File: config.mk
export PLATFORM = sky130hd
export DESIGN_NAME = fetch_unit
export DESIGN_NICKNAME = d
export VERILOG_FILES = /design/src/rtl/fetch_unit.sv
export SDC_FILE = /design/constraint.sdc
export NUM_CORES = 1
export LEC_CHECK = 0
export BUFFER_PORTS_ARGS = -buffer_cell sky130_fd_sc_hd__buf_2
export CORE_MARGIN = 4
export CORE_UTILIZATION = 45
export DETAILED_ROUTE_END_ITERATION = 16
export PLACE_DENSITY = 0.74
export SLEW_MARGIN = 0
export SYNTH_ARGS = -nofsm -noshare
export SYNTH_HDL_FRONTEND = slang
export SYNTH_SLANG_ARGS = --single-unit
export TNS_END_PERCENT = 100
File: constraint.sdc
create_clock -name clk -period 6.2 [get_ports clk]
set_clock_uncertainty 0.05 [all_clocks]
set_input_delay 0.93 -clock clk [delete_from_list [all_inputs] [get_ports clk]]
set_output_delay 0.93 -clock clk [all_outputs]
set_load 0.1 [all_outputs]
File: src/rtl/fetch_unit.sv
// Instruction fetch front end: walks a 10-bit byte pc and keeps one memory read outstanding.
// Returned words go into a 2-entry queue for decode; a branch redirect flushes the queue and discards any read still in flight.
module fetch_unit #(
  parameter logic [9:0] RESET_PC = 10'd0
) (
  input  logic        clk,
  input  logic        rst,
  input  logic        branch,
  input  logic [9:0]  targetAddress,
  output logic        imem_req,
  output logic [9:0]  imem_addr,
  input  logic        imem_ack,
  input  logic [31:0] imem_rdata,
  output logic        if_valid,
  output logic [31:0] if_instr,
  output logic [9:0]  if_pc,
  input  logic        if_ready
);

  typedef enum logic [1:0] {S_IDLE, S_WAIT, S_DROP} state_t;

  state_t      r_state;
  logic [9:0]  r_pc;
  logic        r_req;
  logic [9:0]  r_addr;
  logic [1:0]  r_count;
  logic        r_head;
  logic [31:0] r_fifo_instr [2];
  logic [9:0]  r_fifo_pc    [2];

  state_t      w_state_nxt;
  logic [9:0]  w_pc_nxt;
  logic        w_req_nxt;
  logic [9:0]  w_addr_nxt;
  logic        w_push;
  logic        w_flush;
  logic        w_pop;
  logic        w_tail;
  logic [1:0]  w_count_post;
  logic [9:0]  w_target;
  logic [9:0]  w_addr_inc;

  assign w_target     = {targetAddress[9:2], 2'b00};
  assign w_addr_inc   = r_addr + 10'd4;  // wraps modulo 1024
  assign w_pop        = if_valid && if_ready && !branch;
  assign w_tail       = r_head ^ r_count[0];
  assign w_count_post = r_count + 2'd1 - {1'b0, w_pop};

  // NOTE: every combinational output gets a default first, so no path can infer a latch.
  always_comb begin
    w_state_nxt = r_state;
    w_pc_nxt    = r_pc;
    w_req_nxt   = r_req;
    w_addr_nxt  = r_addr;
    w_push      = 1'b0;
    w_flush     = 1'b0;
    case (r_state)
      S_IDLE: begin
        if (branch) begin
          w_flush   = 1'b1;
          w_pc_nxt  = w_target;
          w_req_nxt = 1'b0;
        end else if (r_count <= 2'd1) begin
          w_req_nxt   = 1'b1;
          w_addr_nxt  = r_pc;
          w_state_nxt = S_WAIT;
        end
      end
      S_WAIT: begin
        if (branch) begin
          w_flush  = 1'b1;
          w_pc_nxt = w_target;
          if (imem_ack) begin
            w_req_nxt   = 1'b0;
            w_state_nxt = S_IDLE;
          end else begin
            w_state_nxt = S_DROP;  // keep the old request up until memory answers it
          end
        end else if (imem_ack) begin
          w_push   = 1'b1;
          w_pc_nxt = w_addr_inc;
          if (w_count_post <= 2'd1) begin
            w_addr_nxt = w_addr_inc;
          end else begin
            w_req_nxt   = 1'b0;
            w_state_nxt = S_IDLE;
          end
        end
      end
      S_DROP: begin
        if (branch) begin
          w_flush  = 1'b1;
          w_pc_nxt = w_target;
        end
        if (imem_ack) begin
          w_req_nxt   = 1'b0;
          w_state_nxt = S_IDLE;
        end
      end
      default: begin
        w_req_nxt   = 1'b0;
        w_state_nxt = S_IDLE;
      end
    endcase
  end

  // NOTE: state registers use non-blocking assignments so every flop samples pre-edge values.
  always_ff @(posedge clk or posedge rst) begin
    if (rst) begin
      r_state <= S_IDLE;
      r_pc    <= RESET_PC;
      r_req   <= 1'b0;
      r_addr  <= RESET_PC;
      r_count <= 2'd0;
      r_head  <= 1'b0;
    end else begin
      r_state <= w_state_nxt;
      r_pc    <= w_pc_nxt;
      r_req   <= w_req_nxt;
      r_addr  <= w_addr_nxt;
      if (w_flush) begin
        r_count <= 2'd0;
        r_head  <= 1'b0;
      end else begin
        if (w_push && !w_pop)      r_count <= r_count + 2'd1;
        else if (!w_push && w_pop) r_count <= r_count - 2'd1;
        if (w_pop) r_head <= ~r_head;
      end
    end
  end

  // NOTE: queue storage has no reset; its outputs are masked to zero while the queue is empty.
  always_ff @(posedge clk) begin
    if (w_push) begin
      r_fifo_instr[w_tail] <= imem_rdata;
      r_fifo_pc[w_tail]    <= r_addr;
    end
  end

  assign imem_req  = r_req;
  assign imem_addr = r_addr;
  assign if_valid  = (r_count != 2'd0);
  assign if_instr  = if_valid ? r_fifo_instr[r_head] : 32'd0;
  assign if_pc     = if_valid ? r_fifo_pc[r_head]    : 10'd0;

endmodule
# [Word level (Yosys, flattened, before mapping)]
# Memories as Yosys holds them, arrays and structs flattened.
# Index checks and enable logic that the tools add are counted.
[word_totals] ramBits=84 n_memories=2 wordCells=86 out_inout_bits=54 regBits=26 inputBits=47
[mem_list] memory="r_fifo_instr" words=2 width=32 read_ports=1 rd_ports_with_merged_regs=0 wr=1 line_no="28" rtl="logic [31:0] r_fifo_instr [2];"
[mem_list] memory="r_fifo_pc" words=2 width=10 read_ports=1 rd_ports_with_merged_regs=0 wr=1 line_no="29" rtl="logic [9:0] r_fifo_pc [2];"
[op_classes] n_bitwise=2 n_reduce_logical=19 n_eq_ne=12 add_sub_neg=4 n_lt_le_gt_ge=2 n_mux=39
[op_table] cell="$mux W10" n=9
[op_table] cell="$pmux W10 S2" n=2
[op_table] cell="$mux W32" n=1
[op_table] cell="$mux W2" n=10
[op_table] cell="$mux W1" n=15
[op_table] cell="$ne A2 B2 Y1 const B" n=6
[op_table] cell="$add A10 B3 Y10 const B" n=1
[op_table] cell="$ne A3 B3 Y1 const B" n=3
[op_table] cell="$reduce_bool A2 Y1" n=4
[op_table] cell="$pmux W2 S3" n=1
[op_table] cell="$reduce_and A3 Y1" n=2
[op_table] cell="$reduce_and A6 Y1" n=1
[op_table] cell="$reduce_and A5 Y1" n=1
[op_table] cell="$le A2 B1 Y1 const B" n=2
[op_table] cell="$logic_and A1 B1 Y1" n=4
[op_table] cell="$logic_not A1 Y1" n=3
[op_table] cell="$pmux W1 S3" n=1
[op_table] cell="$reduce_bool A3 Y1" n=1
[op_table] cell="$reduce_or A3 Y1" n=1
[op_table] cell="$add A2 B1 Y2 const B" n=1
[op_table] cell="$eq A2 B1 Y1 const B" n=1
[op_table] cell="$eq A2 B2 Y1 const B" n=1
[op_table] cell="$logic_not A2 Y1" n=1
[op_table] cell="$ne A2 B1 Y1 const B" n=1
[op_table] cell="other kinds (5)" n=5

# [Logic depth before layout (Yosys ltp)]
[depth] ltp_word=9 mapped_depth=12 mapped_depth_nobuf=9

# [Worst setup path before layout]
# Ideal clock, no wire load.
[synth_timing] kind="input -> register" startpoint="in branch" endpoint="mem r_fifo_instr[0][0] (enable)" arrival_ns=3.271 setup_time_ns=0.446 stages=4 setup_slack_ns=2.432 path_buffers=2 t_required_ns=5.704 cell_sequence="buf_6 -> nand4bb_1 -> buf_4 -> nor2b_1"
[synth_via] elab_chain_cells=4
[synth_rtl] element="from (decl)" line_no="8" rtl="input logic branch,"
[synth_rtl] element="$mux W1" line_no="70" rtl="if (branch) begin"
[synth_rtl] element="$mux W1" line_no="57" rtl="case (r_state)"
[synth_rtl] element="$mux W1" line_no="134" rtl="if (w_push) begin"
[synth_rtl] element="$mux W1 (not written as such)" line_no="135" rtl="r_fifo_instr[w_tail] <= imem_rdata;"
[synth_rtl] element="to (decl)" line_no="28"
# Every way passes these cells.

# [Worst setup path in the final report]
[layout_timing] startpoint="reg r_head" endpoint="out if_pc[1]"
[layout_via] elab_chain_cells=2
[layout_rtl] element="from (decl)" line_no="27" rtl="logic r_head;"
[layout_rtl] element="from (signal assigned)" line_no="127" rtl="if (w_pop) r_head <= ~r_head;"
[layout_rtl] element="$mem_v2 Z2 W10"
[layout_rtl] element="$mux W10" line_no="144" rtl="assign if_pc = if_valid ? r_fifo_pc[r_head] : 10'd0;"
[layout_rtl] element="to (decl)" line_no="16" rtl="output logic [9:0] if_pc,"
# Every way passes these cells.

==> parameters.txt <==
Parameter                              Value

Outcome
  Result of the run    finished clean

Synth
  Flop and latch count out of synthesis    110
  Sequential share of the synthesized area    67.4%
  Leading register cell type out of synthesis    edfxtp_1
  Syn Inst Count    347
  Count of distinct cell types in the synthesized netlist    40
  Count leader, synth    edfxtp_1
  Syn avg cell area    13.6 sq um
  Count of flip-flops with a built-in enable after synthesis    84
  Netlist Area Pre-Place    4710 sq um
  Async set or reset register ratio after synthesis    23.6%
  Number of nets produced by synthesis    398
  Synthesis warning total    0
  Area share of the largest cell type after synthesis    53.6%
  Biggest area consumer among synthesized cells    edfxtp_1
  Leading post-synthesis cells by cell area    edfxtp_1 54%, dfrtp_1 14%, mux2i_1 9.8%
  Most used standard cells in the synthesized netlist    84 x edfxtp_1, 53 x nor2_1, 46 x mux2i_1, 26 x dfrtp_1, 25 x nand2_1

Setup path
  Maximum fanout along the worst path    26
  Cell family contributing the most delay on the critical path    buffers and inverters
  CP arrival    2.37 ns
  Slowest cell delay on critical path    0.75 ns
  Critical setup path kind    flop to primary output
  Required time at the endpoint of the critical path    5.22 ns
  Critical path capture point type    primary output
  Buffers and inverters on the worst path    2
  Cells traversed along the worst timing path    buf_4, mux2i_1, nor2_1, buf_2
  Critical path's slowest cell    dfrtp_2
  Critical path startpoint category    flop

Final layout
  Final design instance area without fill    5470 sq um
  Number of filler instances in the final layout    912
  Area growth from synthesis to layout    16.1%
  Proportion of layout cells with a drive suffix above 1    29.1%
  Number of cells in the finished layout apart from fillers    579
  Final net count    489
  Diodes inserted    0
  Flip-flop and latch area    3170 sq um
  Combined area of the multi-input logic cells    1410 sq um

Clocking
  Clock buffers created by TritonCTS    9
  Number of sinks driven by the clock tree    110
  Cts repair resizes    0
  CTS root buf    clkbuf_8
  Clock-pin slew on the worst setup and hold paths    0.11 ns
  TritonCTS clock tree    yes
  Post-CTS Setup Bufs    0
  Clock insertion delay at the later pin of the skew report    0.36 ns
  Hold Buf Count CTS    0
  H-Tree Depth    3
  Maximum buffer depth of the clock tree    2

Die
  Starting Density    45.8%
  Count of boundary I/O pins    101
  DIE HEIGHT    110 microns
  Floorplan core area    10300 sq um
  Overall die area    12200 sq um
  Overall die width    110 microns
  Number of placement rows    37

Min path
  Worst min-delay path category    flop to flop

Global route
  First-pass GRT wire length    14.3 mm
  Overflow left after global routing    0
  Number of antenna violations at the first check in global routing    0
  Vias in the first global route    2945
  Overall track demand over capacity in global routing    15.4%
  Maximum number of pins on one net before global-route repair    45

STA
  Minimum period implied by the final worst setup slack    3.35 ns
  Final clock period utilization by the worst path    54.1%
  Final setup violating endpoints    0
  Transition at the pin with the smallest max-transition slack    1.05 ns
  Final-report max-slew violation count    0
  Total Negative Setup Slacks    0 ns
  Achievable frequency    298 MHz
  Hold violation count in the final report    0
  RSZ-0062 raised after global routing    false
  Worst max-slew margin expressed relative to the limit    29.1%

Placed design
  Number of instances in the placed design    563
  Placer's final routability congestion estimate    0.800
  Post-Place Cell Area    5280 sq um
  Detailed-placement wirelength estimate    6.11 mm
  PortBufs    98

Routing
  First-pass detailed-route iteration total    5
  DR DRC count    0
  Starting DRT DRC Count    183
  Wire length per cell    15.7 microns
  Final Routed Wirelength    9.08 mm
  Count of antenna-violating nets left after detailed routing    0
  Per-cell via count in the routed design    5.12
  Total vias in the final route    2965

Flow run
  Count of maximum capacitance violations    0
layout make-up:
| cell class | instances | area share, % |
|---|---|---|
| well taps | 136 | 3.11 |
| clock inverters | 6 | 0.984 |
| inverters | 4 | 0.275 |
| multi-input cells | 212 | 25.8 |
| flip-flops and latches | 110 | 58.1 |
| clock buffers | 10 | 2.34 |
| repair buffers | 101 | 9.39 |
registers in the layout (all words and copies together) (netlist names):
register	cells
imem_addr	10
imem_req	1
r_count	2
r_fifo_instr	64
r_fifo_pc	20
r_head	1
r_pc	10
r_state	2
worst min-delay path: stages, from the launching register on:
cell,delay (ns)
dfrtp_1,0.36
nand2_1,0.05
nand2_1,0.05
through the flow:
step | utilization, % | setup slack [ns] | hold WS, ns
after CTS | 53.2 | 2.80 | 0.448
after detailed placement | 51.4 | 2.95 | 0.423
after global placement | 51.4 | 2.98 | 0.405
after floorplan | - | 2.43 | 0.389
after global routing | 53.2 | 2.65 | 0.479
final | 53.2 | 2.85 | 0.436
per-layer routing:
layer | GRT usage [%] | part of all wire, %
met1 | 20.2 | 43
met4 | 4.75 | 1.2
met5 | 0 | 0
met2 | 25.6 | 49
met3 | 3.67 | 7.0
cell families after synthesis:
logic type      synth area share (%)
buf+inv                         2.95
mux                             10.0
simple gates                    11.0
compound gates                  5.50
fa+ha+maj                       1.06
flops                           67.4
xor+xnor                        2.05
worst paths after layout:
check,startpoint,end,slack (ns),depth (start not counted)
max,r_head$_DFFE_PP0P_,if_pc[1],2.85,4
min,r_pc[1]$_DFFE_PP0P_,imem_addr[1]$_DFFE_PP0P_,0.44,2
max reg2reg,r_count[0]$_DFFE_PP0P_,imem_addr[3]$_DFFE_PP0P_,2.98,9
min reg2reg,r_pc[1]$_DFFE_PP0P_,imem_addr[1]$_DFFE_PP0P_,0.44,2
max in group asynchronous,rst,r_head$_DFFE_PP0P_,4.72,2
min in group asynchronous,rst,r_pc[2]$_DFFE_PP0P_,0.72,2
cells in the final DEF (no fill, tap or decap), types with 4 or more instances in the layout:
cell type,count
edfxtp_1,84
mux2i_1,46
nand3_2,4
o21ai_0,14
buf_2,98
nand3_1,9
dfrtp_1,25
xnor2_1,9
inv_1,4
a21oi_1,6
nor2b_1,5
nor2_1,52
clkbuf_8,9
nand2_1,25
o22ai_1,4
Power is left out: the tool's default activity adds up to more than one toggle a clock period on the data nets, which glitch-free logic cannot reach.
